File: src/rtl/seg_scan_decoder.sv
// Receive side of a multiplexed 4-digit seven-segment driver. Waits for each anode dwell to
// settle, decodes the segment pattern to a hex nibble and reassembles a 16-bit display frame.
module seg_scan_decoder #(
  parameter int STABLE_CYCLES = 4,
  parameter int CNT_W         = 8
) (
  input  logic        clk,
  input  logic        rst,
  input  logic [0:6]  seg,
  input  logic [3:0]  digit,
  output logic [15:0] value,
  output logic [3:0]  blank_mask,
  output logic        frame_valid,
  output logic        seg_err,
  output logic        anode_err,
  output logic        frame_err
);

  typedef enum logic {SYNC, COLLECT} state_e;

  typedef struct packed {
    logic       ok;
    logic       blank;
    logic [3:0] nib;
  } dec_t;

  // Active-high segment pattern {g..a} -> nibble; all-off is a legal blank digit.
  function automatic dec_t decode(input logic [6:0] pat);
    dec_t r;
    r = '{ok: 1'b1, blank: 1'b0, nib: 4'h0};
    case (pat)
      7'h3F: r.nib = 4'h0;
      7'h06: r.nib = 4'h1;
      7'h5B: r.nib = 4'h2;
      7'h4F: r.nib = 4'h3;
      7'h66: r.nib = 4'h4;
      7'h6D: r.nib = 4'h5;
      7'h7D: r.nib = 4'h6;
      7'h07: r.nib = 4'h7;
      7'h7F: r.nib = 4'h8;
      7'h6F: r.nib = 4'h9;
      7'h77: r.nib = 4'hA;
      7'h7C: r.nib = 4'hB;
      7'h39: r.nib = 4'hC;
      7'h5E: r.nib = 4'hD;
      7'h79: r.nib = 4'hE;
      7'h71: r.nib = 4'hF;
      7'h00: r.blank = 1'b1;
      default: r.ok = 1'b0;
    endcase
    return r;
  endfunction

  // Sampled copy keeps seg bit k at index k (a = bit 0).
  logic [6:0]       s_seg_q, p_seg_q;
  logic [3:0]       s_dig_q, p_dig_q;
  logic [CNT_W-1:0] cnt_q, cnt_d;
  logic             same, accept;

  always_ff @(posedge clk) begin
    if (rst) begin
      s_seg_q <= '1;
      p_seg_q <= '1;
      s_dig_q <= '1;
      p_dig_q <= '1;
      cnt_q   <= '0;
    end else begin
      s_seg_q <= {seg[6], seg[5], seg[4], seg[3], seg[2], seg[1], seg[0]};
      s_dig_q <= digit;
      p_seg_q <= s_seg_q;
      p_dig_q <= s_dig_q;
      cnt_q   <= cnt_d;
    end
  end

  assign same   = (s_seg_q == p_seg_q) && (s_dig_q == p_dig_q);
  // Saturation keeps a held dwell from wrapping back onto the accept count.
  assign cnt_d  = !same ? '0 : (&cnt_q ? cnt_q : cnt_q + 1'b1);
  assign accept = same && (cnt_q == CNT_W'(STABLE_CYCLES - 1));

  dec_t       dec;
  logic       one_low;
  logic [1:0] idx;
  logic [3:0] hit, seen_nx;

  always_comb begin
    dec     = decode(~s_seg_q);
    one_low = $onehot(~s_dig_q);
    idx     = 2'd0;
    case (~s_dig_q)
      4'b0010: idx = 2'd1;
      4'b0100: idx = 2'd2;
      4'b1000: idx = 2'd3;
      default: idx = 2'd0;
    endcase
  end

  state_e          state_q;
  logic [3:0]      seen_q;
  logic [3:0][3:0] slot_q, frame_v;
  logic [3:0]      sblank_q, frame_b;
  logic [15:0]     value_q;
  logic [3:0]      blank_q;
  logic            fv_q, se_q, ae_q, fe_q;

  assign hit     = 4'b0001 << idx;
  assign seen_nx = seen_q | hit;

  // Completed frame including the nibble being written this cycle.
  always_comb begin
    frame_v      = slot_q;
    frame_b      = sblank_q;
    frame_v[idx] = dec.nib;
    frame_b[idx] = dec.blank;
  end

  always_ff @(posedge clk) begin
    if (rst) begin
      state_q  <= SYNC;
      seen_q   <= '0;
      slot_q   <= '0;
      sblank_q <= '0;
      value_q  <= '0;
      blank_q  <= '0;
      fv_q     <= 1'b0;
      se_q     <= 1'b0;
      ae_q     <= 1'b0;
      fe_q     <= 1'b0;
    end else begin
      fv_q <= 1'b0;
      se_q <= 1'b0;
      ae_q <= 1'b0;
      fe_q <= 1'b0;
      if (accept && (s_dig_q != 4'hF)) begin
        if (!one_low) begin
          ae_q <= 1'b1;
        end else if (!dec.ok) begin
          se_q <= 1'b1;
        end else begin
          case (state_q)
            SYNC: begin
              if (idx == 2'd0) begin
                slot_q[0]   <= dec.nib;
                sblank_q[0] <= dec.blank;
                seen_q      <= 4'b0001;
                state_q     <= COLLECT;
              end
            end
            COLLECT: begin
              if (seen_q[idx]) begin
                fe_q <= 1'b1;
                if (idx == 2'd0) begin
                  // A repeated digit 0 is taken as the start of a fresh frame.
                  slot_q[0]   <= dec.nib;
                  sblank_q[0] <= dec.blank;
                  seen_q      <= 4'b0001;
                end else begin
                  seen_q  <= '0;
                  state_q <= SYNC;
                end
              end else begin
                slot_q[idx]   <= dec.nib;
                sblank_q[idx] <= dec.blank;
                if (&seen_nx) begin
                  value_q <= frame_v;
                  blank_q <= frame_b;
                  fv_q    <= 1'b1;
                  seen_q  <= '0;
                  state_q <= SYNC;
                end else begin
                  seen_q <= seen_nx;
                end
              end
            end
            default: state_q <= SYNC;
          endcase
        end
      end
    end
  end

  assign value       = value_q;
  assign blank_mask  = blank_q;
  assign frame_valid = fv_q;
  assign seg_err     = se_q;
  assign anode_err   = ae_q;
  assign frame_err   = fe_q;

endmodule

File: config.mk
export PLATFORM = sky130hd
export DESIGN_NAME = seg_scan_decoder
export DESIGN_NICKNAME = d
export VERILOG_FILES = /design/src/rtl/seg_scan_decoder.sv
export SDC_FILE = /design/constraint.sdc
export NUM_CORES = 1
export LEC_CHECK = 0
export CORE_ASPECT_RATIO = 1.2
export CORE_MARGIN = 4
export CORE_UTILIZATION = 40
export DETAILED_ROUTE_END_ITERATION = 10
export HOLD_SLACK_MARGIN = 0.05
export PLACE_DENSITY_LB_ADDON = 0.1
export SYNTH_ARGS = -nofsm -noshare
export SYNTH_HDL_FRONTEND = slang
export SYNTH_SLANG_ARGS = --single-unit
export TNS_END_PERCENT = 100
File: constraint.sdc
create_clock -name clk -period 7.5 [get_ports clk]
set_input_delay 1.125 -clock clk [delete_from_list [all_inputs] [get_ports clk]]
set_output_delay 1.125 -clock clk [all_outputs]
set_load 0.01 [all_outputs]
==> impl_metrics.py <==
metrics = {
    "routing": {
        "post_drt_wl_per_cell_um": 14.3,
        "initialDrtViolationCount": 142,
        "vias": 2959,
        "drc_errors": 0,
        "drt-pass1-iter-count": 4,
        "routed_wl_um": 8130,
        "viasPerCell": 5.22,
        "ant_nets": 0,
    },
    "floorplanning": {
        "core-area_mm2": 0.00908,
        "dieWidth_um": 96.2,
        "rows": 38,
        "initial_core_util_pct": 41.1,
        "ios": 37,
        "die-area_mm2": 0.0110,
        "die_h_um": 114,
    },
    "layout": {
        "utilization_pct": 48.5,
        "area_growth_pct": 17.8,
        "num-nets-final": 461,
        "antennaDiodeCount": 0,
        "drive_gt1_share_pct": 13.0,
    },
    "cts": {
        "post-cts-setup-buffers": 0,
        "cts-htree-levels": 3,
        "cts_num_sinks": 79,
        "ctsLongestPathBuffers": 2,
        "cts_tree": "done",
        "root_buffer": "clkbuf_8",
        "clk_pin_slew_ns": 0.08,
        "post_cts_resized": 0,
        "cts_hold_buf": 0,
        "insertion_delay_ns": 0.35,
        "cts_inserted_buffers": 9,
    },
    "yosys": {
        "synth_ff_type": "dfxtp_1",
        "ys_top_cells_by_count": "dfxtp_1, nand2_1, nor2_1",
        "synth.most_common_cell": "dfxtp_1",
        "synth_nets": 440,
        "syn_inst": 421,
        "synth_edf_count": 0,
        "seq_area_frac_synth_pct": 42.3,
        "syn_avg_cell_area_um2": 8.87,
        "synth_area_leaders": "dfxtp_1, mux2i_1, nand2_1",
        "yosysTopAreaCellShare_pct": 42.3,
        "async_reset_ff_share_pct": 0,
        "ys_ff_latch": 79,
        "synthesis.area_mm2": 0.00374,
        "netlist.top_cell.by_area": "dfxtp_1",
        "ys_types": 57,
        "synth_warnings": 0,
    },
    "sta": {
        "period_needed_ns": 3.48,
        "hold_viol": 0,
        "maxSlewViolCount": 0,
        "period_share_pct": 46.4,
        "tns_ns": 0,
        "timing.hold.ws_ns": 0.465,
        "tightest_slew_ns": 1.24,
        "slew_headroom_pct": 17.3,
        "grt_setup_unrepaired": "false",
        "setup_viol": 0,
        "finClkSkew_ns": 0.0126,
        "fmax_mhz": 287,
    },
    "power": {
        "p_leak_nw": 1.59,
        "pwr_density_cell_mw_per_mm2": 201,
        "peakVddDrop_mv": 0.108,
    },
    "global_route": {
        "grt.met3_usage_pct": 3.56,
        "met2_usage_pct": 27.3,
        "grt_pass1_vias": 2901,
        "antenna_found_initial": 0,
        "grt_usage_pct": 16.1,
        "grt_max_degree": 50,
        "grt_pass1_wl_um": 13900,
        "grt_util_met1_pct": 20.3,
        "grt_overflow": 0,
        "grt_busiest_layer": "met2",
    },
    "min_path": {
        "min_path_type": "flop to flop",
        "hp-start": "slot_q[11]",
    },
    "setup_path": {
        "cp_data_required_time_ns": 7.73,
        "worst-path-max-fanout": 14,
        "startpoint": "s_dig_q[3]",
        "crit_type": "flop to flop",
        "cp.arrival_ns": 3.71,
        "start_kind": "flop",
        "r2r-start": "s_dig_q[3]",
        "worstSetupEndpointType": "flop",
    },
    "outcome": {
        "outcome": "completed",
    },
    "placement": {
        "dp_hpwl_um": 5630,
        "port_buffers": 36,
        "gp_congestion": 0.805,
    },
    "job": {
        "cap_viol_max_count": 0,
    },
}
path summary, 6_finish.rpt:
check / to / slack, ns / cells after the start
worst max-delay path: sblank_q[3] / 4.02 / 10
worst min-delay path: slot_q[11] / 0.47 / 2
worst max register to register: sblank_q[3] / 4.02 / 10
worst min register to register: slot_q[11] / 0.47 / 2
kinds of logic (layout without fill, tap and decap cells):
family | after synthesis | after routing | synth area share [%]
xor gates and xnor gates | 15 | 15 | 3.52
and+or+nand+nor | 178 | 178 | 24.9
AOI/OAI and AO/OA | 58 | 58 | 10.2
muxes | 45 | 45 | 12.4
adders and majority gates | 6 | 6 | 2.21
DFF | 79 | 79 | 42.3
buffers and inverters | 40 | 66 | 4.49
metal layers:
metal | share of wire (%) | vias up
li1 | - | 1506
met1 | 44 | 1374
met2 | 50 | 66
met3 | 4.1 | 13
met4 | 1.6 | 0
met5 | 0 | -
through the flow:
stage          setup slack (ns)  power, W  instances  area, um2
2_1_floorplan              4.45  0.000485        421       3740
3_3_place_gp               4.13  0.000503        551       4150
3_5_place_dp               4.09  0.000503        551       4150
4_1_cts                    4.06  0.000899        567       4400
5_1_grt                    3.82  0.000927        567       4400
6_report                   4.02  0.000886        567       4400
layout make-up:
type | instances | area, um2
clock buffer | 10 | 138
clock inverter | 6 | 116
multi-input combinational | 302 | 1990
sequential | 79 | 1580
tap | 120 | 150
timing repair buffer | 39 | 383
fill | 882 | 4680
inverter | 11 | 41.3
sequential cells by signal (all words and copies together), names as in the netlist, 7 cells and up:
register / flops
cnt_q: 8
value: 16
p_seg_q: 7
s_seg_q: 7
slot_q: 16
layout by cell type (no fill, tap or decap), types with 2 or more instances in the layout:
cell type | netlist | routed
and3b_1 | 3 | 3
mux2_2 | 5 | 5
ha_1 | 5 | 5
bufinv_16 | 0 | 3
clkbuf_8 | 0 | 10
or4_1 | 2 | 2
nor4_1 | 3 | 3
nor2b_1 | 4 | 4
nor3_2 | 2 | 2
nand4_1 | 4 | 4
clkdlybuf4s50_1 | 0 | 36
buf_4 | 2 | 3
nand3_1 | 13 | 13
a32oi_1 | 2 | 2
a31oi_1 | 3 | 3
xnor2_1 | 2 | 2
nand4b_1 | 3 | 3
inv_1 | 11 | 11
nor3b_1 | 3 | 3
and3_1 | 3 | 3
xor2_1 | 13 | 13
o21ai_0 | 20 | 20
mux2i_1 | 39 | 39
nand3b_1 | 5 | 5
nor3_1 | 11 | 11
nor2_1 | 41 | 41
or3_1 | 3 | 3
a21oi_1 | 16 | 16
or2_2 | 25 | 25
nand2_1 | 44 | 44
dfxtp_1 | 79 | 79
clkinv_4 | 0 | 2
o22ai_1 | 2 | 2
and4_1 | 2 | 2
power by group:
| group | internal (W) | leakage [nW] | switching, W |
|---|---|---|---|
| registers | 0.000425 | 0.642 | 0.0000137 |
| logic | 0.0000242 | 0.819 | 0.0000295 |
| clock network | 0.000233 | 0.127 | 0.000161 |
critical path, stage by stage, from the launching register on:
cell and delay (ns):
dfxtp_1 0.61, fa_1 0.49, inv_1 0.06, ha_1 0.13
ha_1 0.22, nor3b_1 0.24, and4_1 0.26, nand4_1 0.18
a21o_1 0.31, or3_1 0.53, mux2_4 0.34
Note: power is estimated with default switching activity, not from simulation.
==> variant (same settings) <==
Change the parameter `CNT_W` from 8 to 6.
--- a/src/rtl/seg_scan_decoder.sv
+++ b/src/rtl/seg_scan_decoder.sv
@@ -3,5 +3,5 @@
 module seg_scan_decoder #(
   parameter int STABLE_CYCLES = 4,
-  parameter int CNT_W         = 8
+  parameter int CNT_W         = 6
 ) (
   input  logic        clk,
Check against the original RTL: same outputs for any inputs over 10 cycles, from zero or initial values and one cycle with rst high; that may be too few to reach the edited logic, so the function may still have changed.
==> variant against the unedited design <==
Count of clock-buffer cells in the layout stayed put; setup slack worse by 390 ps; global-route usage is 1.3 points higher; combinational power is 31% higher; sequential cell count is 2 lower; final area is 0.37% lower; die area is 2.2% higher; synthesized area is 2.4% higher; power is 9.0% lower; routed wire length is 17% higher.
==> variant: results (changes against the unedited design) <==
Yosys
  – Xor/xnor share of the synthesized area: 3.66% (+0.15 points)
  – Top area cells in the synthesized netlist: sky130_fd_sc_hd__dfxtp_1, sky130_fd_sc_hd__mux2i_1, sky130_fd_sc_hd__or2_2
  – Number of instances in the synthesized netlist: 430 (+2.1%)
  – Sequential element share of the synthesized area: 40.3% (-2.0 points)
  – Share of cell area taken by muxes after synthesis: 4.61% (-7.7 points)
  – Net Count, Synth: 449 (+2.0%)
  – Yosys cell types: 67 (+18%)
  – Post-synthesis adder-cell area fraction: 2.16% (-0.052 points)

Layout
  – Post-layout instance count excluding filler cells: 574 (+1.2%)
  – Fraction of final layout cells with drive strength greater than 1: 11.9% (-1.1 points)

Global route
  – Number of global-route vias before repair: 3071 (+5.9%)
  – Global-route wire length before repair: 15.7 mm (+13%)
  – Global-route track usage on met2: 29.6% (+2.3 points)
  – Maximum number of pins on one net before global-route repair: 54 (+8.0%)
  – Met3 routing resource usage after global routing: 3.52% (-0.043 points)

Timing
  – Min setup slack post-route: 3630 ps (-393 ps)
  – Worst-case clock skew: 12.6 ps (+0.0137 ps)
  – Smallest hold slack: 464 ps (-1.15 ps)

Drt
  – Met3 wire length: 277 µm (-18%)
  – DR WL/cell: 16.5 µm (+15%)
  – Number of optimization iterations in the first detailed-route pass: 4 (unchanged)
  – Via density per instance: 5.52 (+5.8%)
  – Met2 WL: 4.61 mm (+14%)

Setup path
  – Arrival time at the worst endpoint: 4120 ps (+410 ps)
  – Max stage delay on crit path: 780 ps (+170 ps)

Placed design
  – Final weighted congestion in routability-driven placement: 0.822 (+2.1%)
  – Worst setup slack after placement: 3670 ps (-420 ps)
  – Number of placed instances, taps included: 558 (+1.3%)
  – Instance area after placement: 4200 µm² (+1.1%)
  – HPWL Detailed: 6.65 mm (+18%)

Power and ir drop
  – Maximum resistive drop on vdd: 0.0000905 V (-16%)
  – Leak Pwr: 1.57 nW (-1.2%)

Outcome
  – Status: finished clean
==> variant: layout make-up <==
| class | instances | area (µm²) |
|---|---|---|
| timing repair buffer | 38 | 375 |
| sequential | 77 | 1540 |
| tap | 120 | 150 |
| multi-input combinational | 309 | 2080 |
| inverter | 14 | 52.6 |
| clock inverter | 6 | 63.8 |
| clock buffer | 10 | 128 |
| fill | 897 | 4790 |
==> variant: power by group <==
part	internal (W)	leakage (nW)	total [W]	switching, W
clock network	0.000153	0.0923	0.000310	0.000156
registers	0.000414	0.625	0.000426	0.0000124
logic	0.0000293	0.851	0.0000703	0.0000410
total	0.000597	1.57	0.000806	0.000210
==> variant: final timing paths <==
kind / from / end
worst max register to register: s_dig_q[3] / value[0]
worst min-delay path: sblank_q[1] / sblank_q[1]
worst max-delay path: s_dig_q[3] / value[0]
worst min register to register: sblank_q[1] / sblank_q[1]
